## src/rtl/custom_instr_pkg.sv

```systemverilog
// Shared types for the X-interface memory arbiter: FSM states and the latched request record.
// No logic of its own; imported by xif_mem_arbiter.
// Field widths follow the 32-bit X-interface memory channel.
package custom_instr_pkg;

    localparam int unsigned ADDR_W = 32;
    localparam int unsigned DATA_W = 32;
    localparam int unsigned BE_W   = 4;

    typedef enum logic {
        ARB_IDLE  = 1'b0,
        ARB_ISSUE = 1'b1
    } arb_state_e;

    typedef struct packed {
        logic [ADDR_W-1:0] addr;
        logic              we;
        logic [BE_W-1:0]   be;
        logic [DATA_W-1:0] wdata;
    } arb_mem_req_t;

endpackage

```

## src/rtl/arb_route_fifo.sv

```systemverilog
// Route FIFO: remembers which client issued each in-flight transaction, oldest at the head.
// Latency: push visible at head next cycle; head is combinational from storage.
// Backpressure: push ignored when full unless a pop happens the same cycle; pop ignored when empty.
module arb_route_fifo #(
    parameter int unsigned DEPTH = 2,
    parameter int unsigned WIDTH = 1
) (
    input  logic             clk_i,
    input  logic             rst_ni,
    input  logic             push_i,
    input  logic [WIDTH-1:0] push_dat_i,
    input  logic             pop_i,
    output logic [WIDTH-1:0] pop_dat_o,
    output logic             full_o,
    output logic             empty_o
);

    localparam int unsigned PTR_W = (DEPTH > 1) ? $clog2(DEPTH) : 1;
    localparam int unsigned CNT_W = $clog2(DEPTH + 1);
    localparam logic [PTR_W-1:0] LAST_PTR = PTR_W'(DEPTH - 1);
    localparam logic [CNT_W-1:0] FULL_CNT = CNT_W'(DEPTH);

    logic [WIDTH-1:0] r_mem [DEPTH];
    logic [PTR_W-1:0] r_wr_ptr;
    logic [PTR_W-1:0] r_rd_ptr;
    logic [CNT_W-1:0] r_cnt;
    logic             w_push;
    logic             w_pop;

    assign empty_o   = (r_cnt == '0);
    assign full_o    = (r_cnt == FULL_CNT);
    assign w_pop     = pop_i && !empty_o;
    assign w_push    = push_i && (!full_o || w_pop);
    assign pop_dat_o = r_mem[r_rd_ptr];

    always_ff @(posedge clk_i or negedge rst_ni) begin
        if (!rst_ni) begin
            r_wr_ptr <= '0;
            r_rd_ptr <= '0;
            r_cnt    <= '0;
            for (int i = 0; i < DEPTH; i++) r_mem[i] <= '0;
        end else begin
            if (w_push) begin
                r_mem[r_wr_ptr] <= push_dat_i;
                r_wr_ptr        <= (r_wr_ptr == LAST_PTR) ? '0 : r_wr_ptr + 1'b1;
            end
            if (w_pop) r_rd_ptr <= (r_rd_ptr == LAST_PTR) ? '0 : r_rd_ptr + 1'b1;
            unique case ({w_push, w_pop})
                2'b10:   r_cnt <= r_cnt + 1'b1;
                2'b01:   r_cnt <= r_cnt - 1'b1;
                default: ;
            endcase
        end
    end

endmodule

```

## src/rtl/xif_mem_arbiter.sv

```systemverilog
// Round-robin arbiter sharing one X-interface memory channel; in-order responses routed to the issuer.
// Latency: grant same cycle, mem_valid_o next cycle; response forwarded combinationally. XIF_ARB_LOCK_EN adds grant locking.
// Backpressure: holds mem_* until mem_ready_i; no grants while MAX_OUTST transactions are unanswered.
module xif_mem_arbiter
    import custom_instr_pkg::*;
#(
    parameter int unsigned NUM_REQ   = 2,
    parameter int unsigned MAX_OUTST = 2,
    parameter int unsigned ID_WIDTH  = 4
) (
    input  logic                  clk_i,
    input  logic                  rst_ni,
    input  logic [NUM_REQ-1:0]    req_valid_i,
    output logic [NUM_REQ-1:0]    req_ready_o,
    input  logic [NUM_REQ*32-1:0] req_addr_i,
    input  logic [NUM_REQ-1:0]    req_we_i,
    input  logic [NUM_REQ*4-1:0]  req_be_i,
    input  logic [NUM_REQ*32-1:0] req_wdata_i,
    input  logic [NUM_REQ-1:0]    req_lock_i,
    output logic [NUM_REQ-1:0]    resp_valid_o,
    output logic [31:0]           resp_rdata_o,
    output logic                  mem_valid_o,
    input  logic                  mem_ready_i,
    output logic [31:0]           mem_addr_o,
    output logic                  mem_we_o,
    output logic [3:0]            mem_be_o,
    output logic [31:0]           mem_wdata_o,
    output logic [ID_WIDTH-1:0]   mem_id_o,
    input  logic                  mem_result_valid_i,
    input  logic [31:0]           mem_result_rdata_i,
    output logic                  err_o
);

    localparam int unsigned IDX_W = $clog2(NUM_REQ);
    localparam int unsigned CNT_W = $clog2(MAX_OUTST + 1);
    localparam logic [CNT_W-1:0] MAX_CNT = CNT_W'(MAX_OUTST);

    arb_state_e          r_state;
    arb_mem_req_t        r_req;
    logic [IDX_W-1:0]    r_src;
    logic [CNT_W-1:0]    r_count;
    logic [ID_WIDTH-1:0] r_tag;
    logic [IDX_W-1:0]    r_rr_ptr;
    logic                r_err;

    logic [NUM_REQ-1:0]  w_elig;
    logic                w_found;
    logic [IDX_W-1:0]    w_win;
    int unsigned         w_sel;
    arb_mem_req_t        w_sel_req;
    logic                w_adv;
    logic                w_grant;
    logic                w_hs;
    logic                w_resp;
    logic [IDX_W-1:0]    w_fifo_head;
    logic                w_fifo_empty;
    logic                w_fifo_full_unused;

    function automatic logic [IDX_W-1:0] rr_idx(input logic [IDX_W-1:0] base, input int unsigned off);
        int unsigned s;
        s = 32'(base) + off;
        if (s >= NUM_REQ) s = s - NUM_REQ;
        return IDX_W'(s);
    endfunction

`ifdef XIF_ARB_LOCK_EN
    logic             r_locked;
    logic [IDX_W-1:0] r_lock_id;

    // A locked owner is the only eligible client; the pointer stays put until it releases.
    assign w_elig = r_locked ? (req_valid_i & (NUM_REQ'(1) << r_lock_id)) : req_valid_i;
    assign w_adv  = !req_lock_i[w_win];

    always_ff @(posedge clk_i or negedge rst_ni) begin
        if (!rst_ni) begin
            r_locked  <= 1'b0;
            r_lock_id <= '0;
        end else if (w_grant) begin
            r_locked  <= req_lock_i[w_win];
            r_lock_id <= w_win;
        end
    end
`else
    logic w_unused_lock;
    assign w_unused_lock = ^req_lock_i;
    assign w_elig        = req_valid_i;
    assign w_adv         = 1'b1;
`endif

    always_comb begin
        w_found = 1'b0;
        w_win   = '0;
        for (int unsigned i = 0; i < NUM_REQ; i++) begin
            if (!w_found && w_elig[rr_idx(r_rr_ptr, i)]) begin
                w_found = 1'b1;
                w_win   = rr_idx(r_rr_ptr, i);
            end
        end
    end

    assign w_sel           = 32'(w_win);
    assign w_sel_req.addr  = req_addr_i[w_sel*ADDR_W +: ADDR_W];
    assign w_sel_req.we    = req_we_i[w_win];
    assign w_sel_req.be    = req_be_i[w_sel*BE_W +: BE_W];
    assign w_sel_req.wdata = req_wdata_i[w_sel*DATA_W +: DATA_W];

    // Reset gates the combinational handshakes so every output is 0 while rst_ni is low.
    assign w_grant = rst_ni && (r_state == ARB_IDLE) && w_found && (r_count < MAX_CNT);
    assign w_hs    = (r_state == ARB_ISSUE) && mem_ready_i;
    assign w_resp  = rst_ni && mem_result_valid_i && !w_fifo_empty;

    assign req_ready_o  = w_grant ? (NUM_REQ'(1) << w_win) : '0;
    assign resp_valid_o = w_resp ? (NUM_REQ'(1) << w_fifo_head) : '0;
    assign resp_rdata_o = w_resp ? mem_result_rdata_i : '0;
    assign mem_valid_o  = (r_state == ARB_ISSUE);
    assign mem_addr_o   = r_req.addr;
    assign mem_we_o     = r_req.we;
    assign mem_be_o     = r_req.be;
    assign mem_wdata_o  = r_req.wdata;
    assign mem_id_o     = r_tag;
    assign err_o        = r_err;

    always_ff @(posedge clk_i or negedge rst_ni) begin
        if (!rst_ni) begin
            r_state  <= ARB_IDLE;
            r_req    <= '0;
            r_src    <= '0;
            r_count  <= '0;
            r_tag    <= '0;
            r_rr_ptr <= '0;
            r_err    <= 1'b0;
        end else begin
            unique case (r_state)
                ARB_IDLE: if (w_grant) begin
                    r_state <= ARB_ISSUE;
                    r_src   <= w_win;
                    r_req   <= w_sel_req;
                    if (w_adv) r_rr_ptr <= rr_idx(w_win, 1);
                end
                ARB_ISSUE: if (mem_ready_i) begin
                    r_state <= ARB_IDLE;
                    r_tag   <= r_tag + 1'b1;
                end
                default: r_state <= ARB_IDLE;
            endcase
            unique case ({w_grant, w_resp})
                2'b10:   r_count <= r_count + 1'b1;
                2'b01:   r_count <= r_count - 1'b1;
                default: ;
            endcase
            if (mem_result_valid_i && w_fifo_empty) r_err <= 1'b1;
        end
    end

    arb_route_fifo #(
        .DEPTH (MAX_OUTST),
        .WIDTH (IDX_W)
    ) u_route_fifo (
        .clk_i      (clk_i),
        .rst_ni     (rst_ni),
        .push_i     (w_hs),
        .push_dat_i (r_src),
        .pop_i      (w_resp),
        .pop_dat_o  (w_fifo_head),
        .full_o     (w_fifo_full_unused),
        .empty_o    (w_fifo_empty)
    );

endmodule

```

## config.mk

```make
export PLATFORM = sky130hd
export DESIGN_NAME = xif_mem_arbiter
export DESIGN_NICKNAME = d
export VERILOG_FILES = /design/src/rtl/custom_instr_pkg.sv /design/src/rtl/arb_route_fifo.sv /design/src/rtl/xif_mem_arbiter.sv
export SDC_FILE = /design/constraint.sdc
export NUM_CORES = 1
export LEC_CHECK = 0
export CORE_MARGIN = 8
export CORE_UTILIZATION = 39
export CTS_CLUSTER_DIAMETER = 60
export DETAILED_ROUTE_END_ITERATION = 16
export PLACE_DENSITY = 0.87
export SLEW_MARGIN = 10
export SYNTH_ARGS = -nofsm -noshare
export SYNTH_HDL_FRONTEND = slang
export SYNTH_HIERARCHICAL = 1
export SYNTH_SLANG_ARGS = --single-unit
```

## constraint.sdc

```tcl
create_clock -name clk_i -period 4.57 [get_ports clk_i]
set_input_delay 0.914 -clock clk_i [delete_from_list [all_inputs] [get_ports clk_i]]
set_output_delay 0.914 -clock clk_i [all_outputs]
set_load 0.01 [all_outputs]
```

=== Yosys cells after proc, flatten, opt, wreduce, memory -nomap -nowiden ===
Index checks and enable logic that the tools add are counted.

* Add/sub/neg operators: 12
* Magnitude comparators: 10
* Equal/unequal tests: 5
* Shifts and indexed selects: 5
* Muxes and demuxes: 29
* Bitwise operators: 3
* Reductions and logical operators: 20

{| class="wikitable"
|+ Operators by type and width
! cell !! number
|-
| 64-bit by 7-bit variable part select with 32-bit output || 2
|-
| 32-bit 2-to-1 mux || 1
|-
| 1-bit 2-to-1 mux || 21
|-
| 1-bit logical AND || 11
|-
| 2-bit greater-or-equal comparator, second input constant || 4
|-
| 2-bit case mux with 2 select lines || 2
|-
| 8-bit by 4-bit variable part select with 4-bit output || 1
|-
| 2-bit equality test, second input constant || 3
|-
| 1-bit by 2-bit less-than comparator with 1-bit output, second input constant || 3
|-
| 1-bit by 1-bit adder with 2-bit output, second input constant || 2
|-
| 2-bit by 1-bit adder with 2-bit output, second input constant || 2
|-
| 4-bit by 1-bit adder with 4-bit output, second input constant || 1
|-
| 2-bit by 1-bit equality test with 1-bit output, second input constant || 2
|-
| 2-bit 2-to-1 mux || 2
|-
| 1-bit NOT with 2-bit output || 2
|-
| 2-bit AND reduction || 2
|-
| 2-bit nonzero test || 2
|-
| 1-bit by 1-bit left shift with 2-bit output, first input constant || 2
|-
| 2-bit by 1-bit subtractor with 2-bit output, second input constant || 2
|-
| 1-bit zero test || 3
|-
| 1-bit subtractor, second input constant || 3
|-
| 1-bit adder, second input constant || 2
|-
| 2-bit bitwise mux || 1
|-
| 1-bit by 2-bit greater-or-equal comparator with 1-bit output, second input constant || 1
|-
| 7 further kinds || 7
|}

* Register bits: 85
* Input bits: 178
* Output and inout port bits: 111
* Logic and storage cells: 99

=== Depth between registers and ports, before layout ===
* Word-level depth: 12
* Depth in mapped cells: 9
* Depth with buffers taken out: 8

=== Modules after synthesis ===
Netlist, hierarchy kept.

{| class="wikitable"
|+ By module, submodules not included
! module !! instances !! cells each !! area each (µm²) !! sequential area each (µm²)
|-
| xif_mem_arbiter || 1 || 390 || 4053.9 || 1976.9
|-
| arb_route_fifo || 1 || 25 || 294.0 || 150.1
|}

=== Least setup slack after synthesis ===
Ideal clock, no wire load.

* Path type: input-to-output
* From: input rst_ni
* To: output req_ready_o[1]
* Arrival time: 1.751 ns
* Required time: 3.656 ns
* Setup slack: 1.905 ns
* Stages: 4
* Path buffers: 2
* Path through: or3b_1 > buf_6 > buf_8 > nor3b_4

* Cells in the longest elaborated chain, start to end: 4

{| class="wikitable"
|+ RTL lines
! what !! line !! text
|-
| start: declaration || xif_mem_arbiter.sv:12 || <nowiki>input logic rst_ni,</nowiki>
|-
| 1-bit logical AND (3 in a row) || xif_mem_arbiter.sv:108 || <nowiki>assign w_grant = rst_ni && (r_state == ARB_IDLE) && w_found && (r_count < MAX_CNT);</nowiki>
|-
| 2-bit 2-to-1 mux || xif_mem_arbiter.sv:112 || <nowiki>assign req_ready_o = w_grant ? (NUM_REQ'(1) << w_win) : '0;</nowiki>
|-
| end: declaration || xif_mem_arbiter.sv:14 || <nowiki>output logic [NUM_REQ-1:0] req_ready_o,</nowiki>
|}

No other way between the ends.

=== Worst setup path in the final report ===
* From: input mem_result_valid_i
* To: output resp_rdata_o[9]

* Cells in the longest elaborated chain, start to end: 3

{| class="wikitable"
|+ RTL lines
! what !! line !! text
|-
| start: declaration || xif_mem_arbiter.sv:29 || <nowiki>input logic mem_result_valid_i,</nowiki>
|-
| 1-bit logical AND (2 in a row) || xif_mem_arbiter.sv:110 || <nowiki>assign w_resp = rst_ni && mem_result_valid_i && !w_fifo_empty;</nowiki>
|-
| 32-bit 2-to-1 mux || xif_mem_arbiter.sv:114 || <nowiki>assign resp_rdata_o = w_resp ? mem_result_rdata_i : '0;</nowiki>
|-
| end: declaration || xif_mem_arbiter.sv:21 || <nowiki>output logic [31:0] resp_rdata_o,</nowiki>
|}

No other way between the ends.

==> implementation parameters <==
Parameter                              Value

Run status
  Result of the run ... finished, final reports clean

Detailed routing
  Routed vias/inst ... 5.432
  Detailed-router iteration count before antenna repair ... 4
  Mean routed wirelength per cell ... 21.44 um
  Via total after detailed routing ... 4465
  DRC Markers ... 0
  Number of DRC markers in iteration 0 ... 277
  Wirelength, routed ... 17620 um
  Routed Antenna Nets ... 0

GRT
  Global route hottest layer ... met2
  Pin count of the biggest net entering global routing ... 73
  Vias in the first global route ... 4651
  First-pass GRT wire length ... 26110 um
  GR Util met3 ... 7.631%
  Met2 track demand over resource ... 40.91%
  Global-route track usage on met1 ... 24.11%
  Overall global routing resource usage ... 22.56%
  Aggregate global routing overflow ... 0
  Initial antenna violation count ... 0

Placement
  Placer congestion estimate ... 0.8671
  IO Port Bufs ... 286
  Hpwl dp ... 13350 um
  # placed instances ... 806

Logic synthesis
  Post-synthesis net count ... 595
  Mapped cell area ... 0.004340 sq mm
  Average instance area after synthesis ... 10.48 sq um
  Cells after Synth ... 414
  Yosys warnings ... 6

Worst hold path
  Hold Crit Class ... in -> async

Floorplanning
  Core Box Area ... 0.01084 sq mm
  Starting density of the core ... 40.04%
  Die boundary height ... 121.5 um
  Num ports ... 289
  Die outline area ... 0.01476 sq mm
  Die Span X ... 121.5 um
  Placement Rows ... 38

Layout
  Final net count ... 858
  Signed area change from the synthesized netlist to the final layout ... 69.47%
  Number of standard cells in the final layout excluding fillers ... 822
  Share of final-layout standard cells stronger than drive strength 1 ... 12.46%
  Layout fillers ... 823
  Total inserted antenna cells ... 0

Power and ir drop
  Total power divided by cell area ... 515.9 mW/mm^2
  Overall power of the completed layout ... 3.795 mW
  Peak ir drop on the vdd network ... 282.1 uV
  Leakage ... 2.977 nW

STA
  Final period utilization ... 78.68%
  Count of endpoints failing hold in the final timing report ... 0
  Minimum clock period after layout ... 3.596 ns
  Final Max Tran Viols ... 0
  Clk_skew ... 0.01059 ns
  Slew at the pin with the worst max-slew slack ... 0.8396 ns
  FMAX ... 278.1 MHz
  Slew Limit Headroom ... 44.03%
  Final total negative setup slack ... 0 ns
  Final setup violating endpoints ... 0
  Unrepaired setup endpoints after global routing ... false

Clock network
  Depth of the CTS H-tree ... 3
  CTS tree ... yes
  Insertion delay of the later-clocked pin in the worst-skew pair ... 0.35 ns
  Clock transition at the registers of the reported paths ... 0.08 ns
  Hold Buf Count CTS ... 0
  Post-CTS resize count ... 0
  Max Buffers Root-to-Sink ... 2
  Number of clock sinks ... 85
  Number of buffers added for setup after CTS ... 0
  Number of buffers inserted during clock tree synthesis ... 9
  Root Buffer Master ... sky130_fd_sc_hd__clkbuf_8

Worst setup path
  Crit Path Max Fanout ... 23
  Type of element launching the critical path ... input pin
  Required time at the worst-slack endpoint ... 3.66 ns
  Category of the worst setup path capture point ... output port
  Arrival time worst endpoint ... 2.68 ns
  Path type of the worst setup path ... in -> out

Job
  Max capacitance violation total ... 0
## flip-flops by register name (all words and copies together), names as in the netlist, 2 cells and up
name                cells
mem_addr_o             32
mem_wdata_o            32
mem_be_o                4
mem_id_o                4
r_count                 2
u_route_fifo/r_cnt      2
u_route_fifo/r_mem      2
## final timing paths
path | start | to | slack, ns | depth (start not counted)
max in group asynchronous | rst_ni | mem_addr_o[25]$_DFFE_PN0P_ | 3.45 | 2
hold reg to reg | err_o$_DFFE_PN0P_ | err_o$_DFFE_PN0P_ | 0.48 | 1
setup reg to reg | u_route_fifo/r_cnt[0]$_DFFE_PN0P_ | u_route_fifo/r_cnt[1]$_DFFE_PN0P_ | 2.52 | 7
min in group clk_i | err_o$_DFFE_PN0P_ | err_o$_DFFE_PN0P_ | 0.48 | 1
setup / recovery | mem_result_valid_i | resp_rdata_o[9] | 0.97 | 6
hold / removal | rst_ni | err_o$_DFFE_PN0P_ | 0.39 | 1
## metal layers
layer | vias up | wire, um | part of all wire, %
met5 | - | 0 | 0
met4 | 0 | 339 | 1.9
met3 | 21 | 1745 | 9.9
met2 | 244 | 9045 | 51
met1 | 2158 | 6490 | 37
li1 | 2042 | - | -
## cell usage in the layout (no fill, tap or decap), drive strengths merged, types with 3 or more instances in the layout
cell type        n
nor3b            3
buf             11
clkbuf          13
ha               3
clkdlybuf4s50  284
o21ai            4
a21o             3
nand2           74
dfrtp           85
nor3            70
a221o           69
mux2             3
nor2             4
and2            34
xor2             4
xnor2            7
## cell type report
class	instances	area, sq um	area share, %
Clock buffer	13	148.9	2.024
Clock inverter	3	45.04	0.6123
Inverter	1	3.754	0.05103
Multi-Input combinational cell	285	1933	26.28
Sequential cell	85	2127	28.92
Tap cell	140	175.2	2.381
Timing Repair Buffer	295	2923	39.73
## critical path: stages
cell and delay (ns):
sky130_fd_sc_hd__clkdlybuf4s50_1 0.48, sky130_fd_sc_hd__nand2_1 0.07, sky130_fd_sc_hd__nor2_1 0.25, sky130_fd_sc_hd__buf_4 0.26, sky130_fd_sc_hd__and2_1 0.14, sky130_fd_sc_hd__clkdlybuf4s50_1 0.55
## power by group
part	internal (mW)	leakage (nW)	switching (mW)
logic	1.13	1.83	0.796
registers	1.10	1.05	0.232
clock network	0.269	0.0899	0.269
## through the flow
step	util, %	hold slack, ns	instance area [sq um]	setup slack [ns]
finish	67.86	0.3941	7356	0.9744
global route	67.86	0.3817	7356	0.8131
CTS	67.86	0.3761	7356	0.9534
detailed placement	66.07	0.4662	7162	0.9471
global placement	66.07	0.4382	7162	0.9645
floorplan	-	0.4502	4340	1.905
Note: power is estimated with default switching activity, not from simulation.
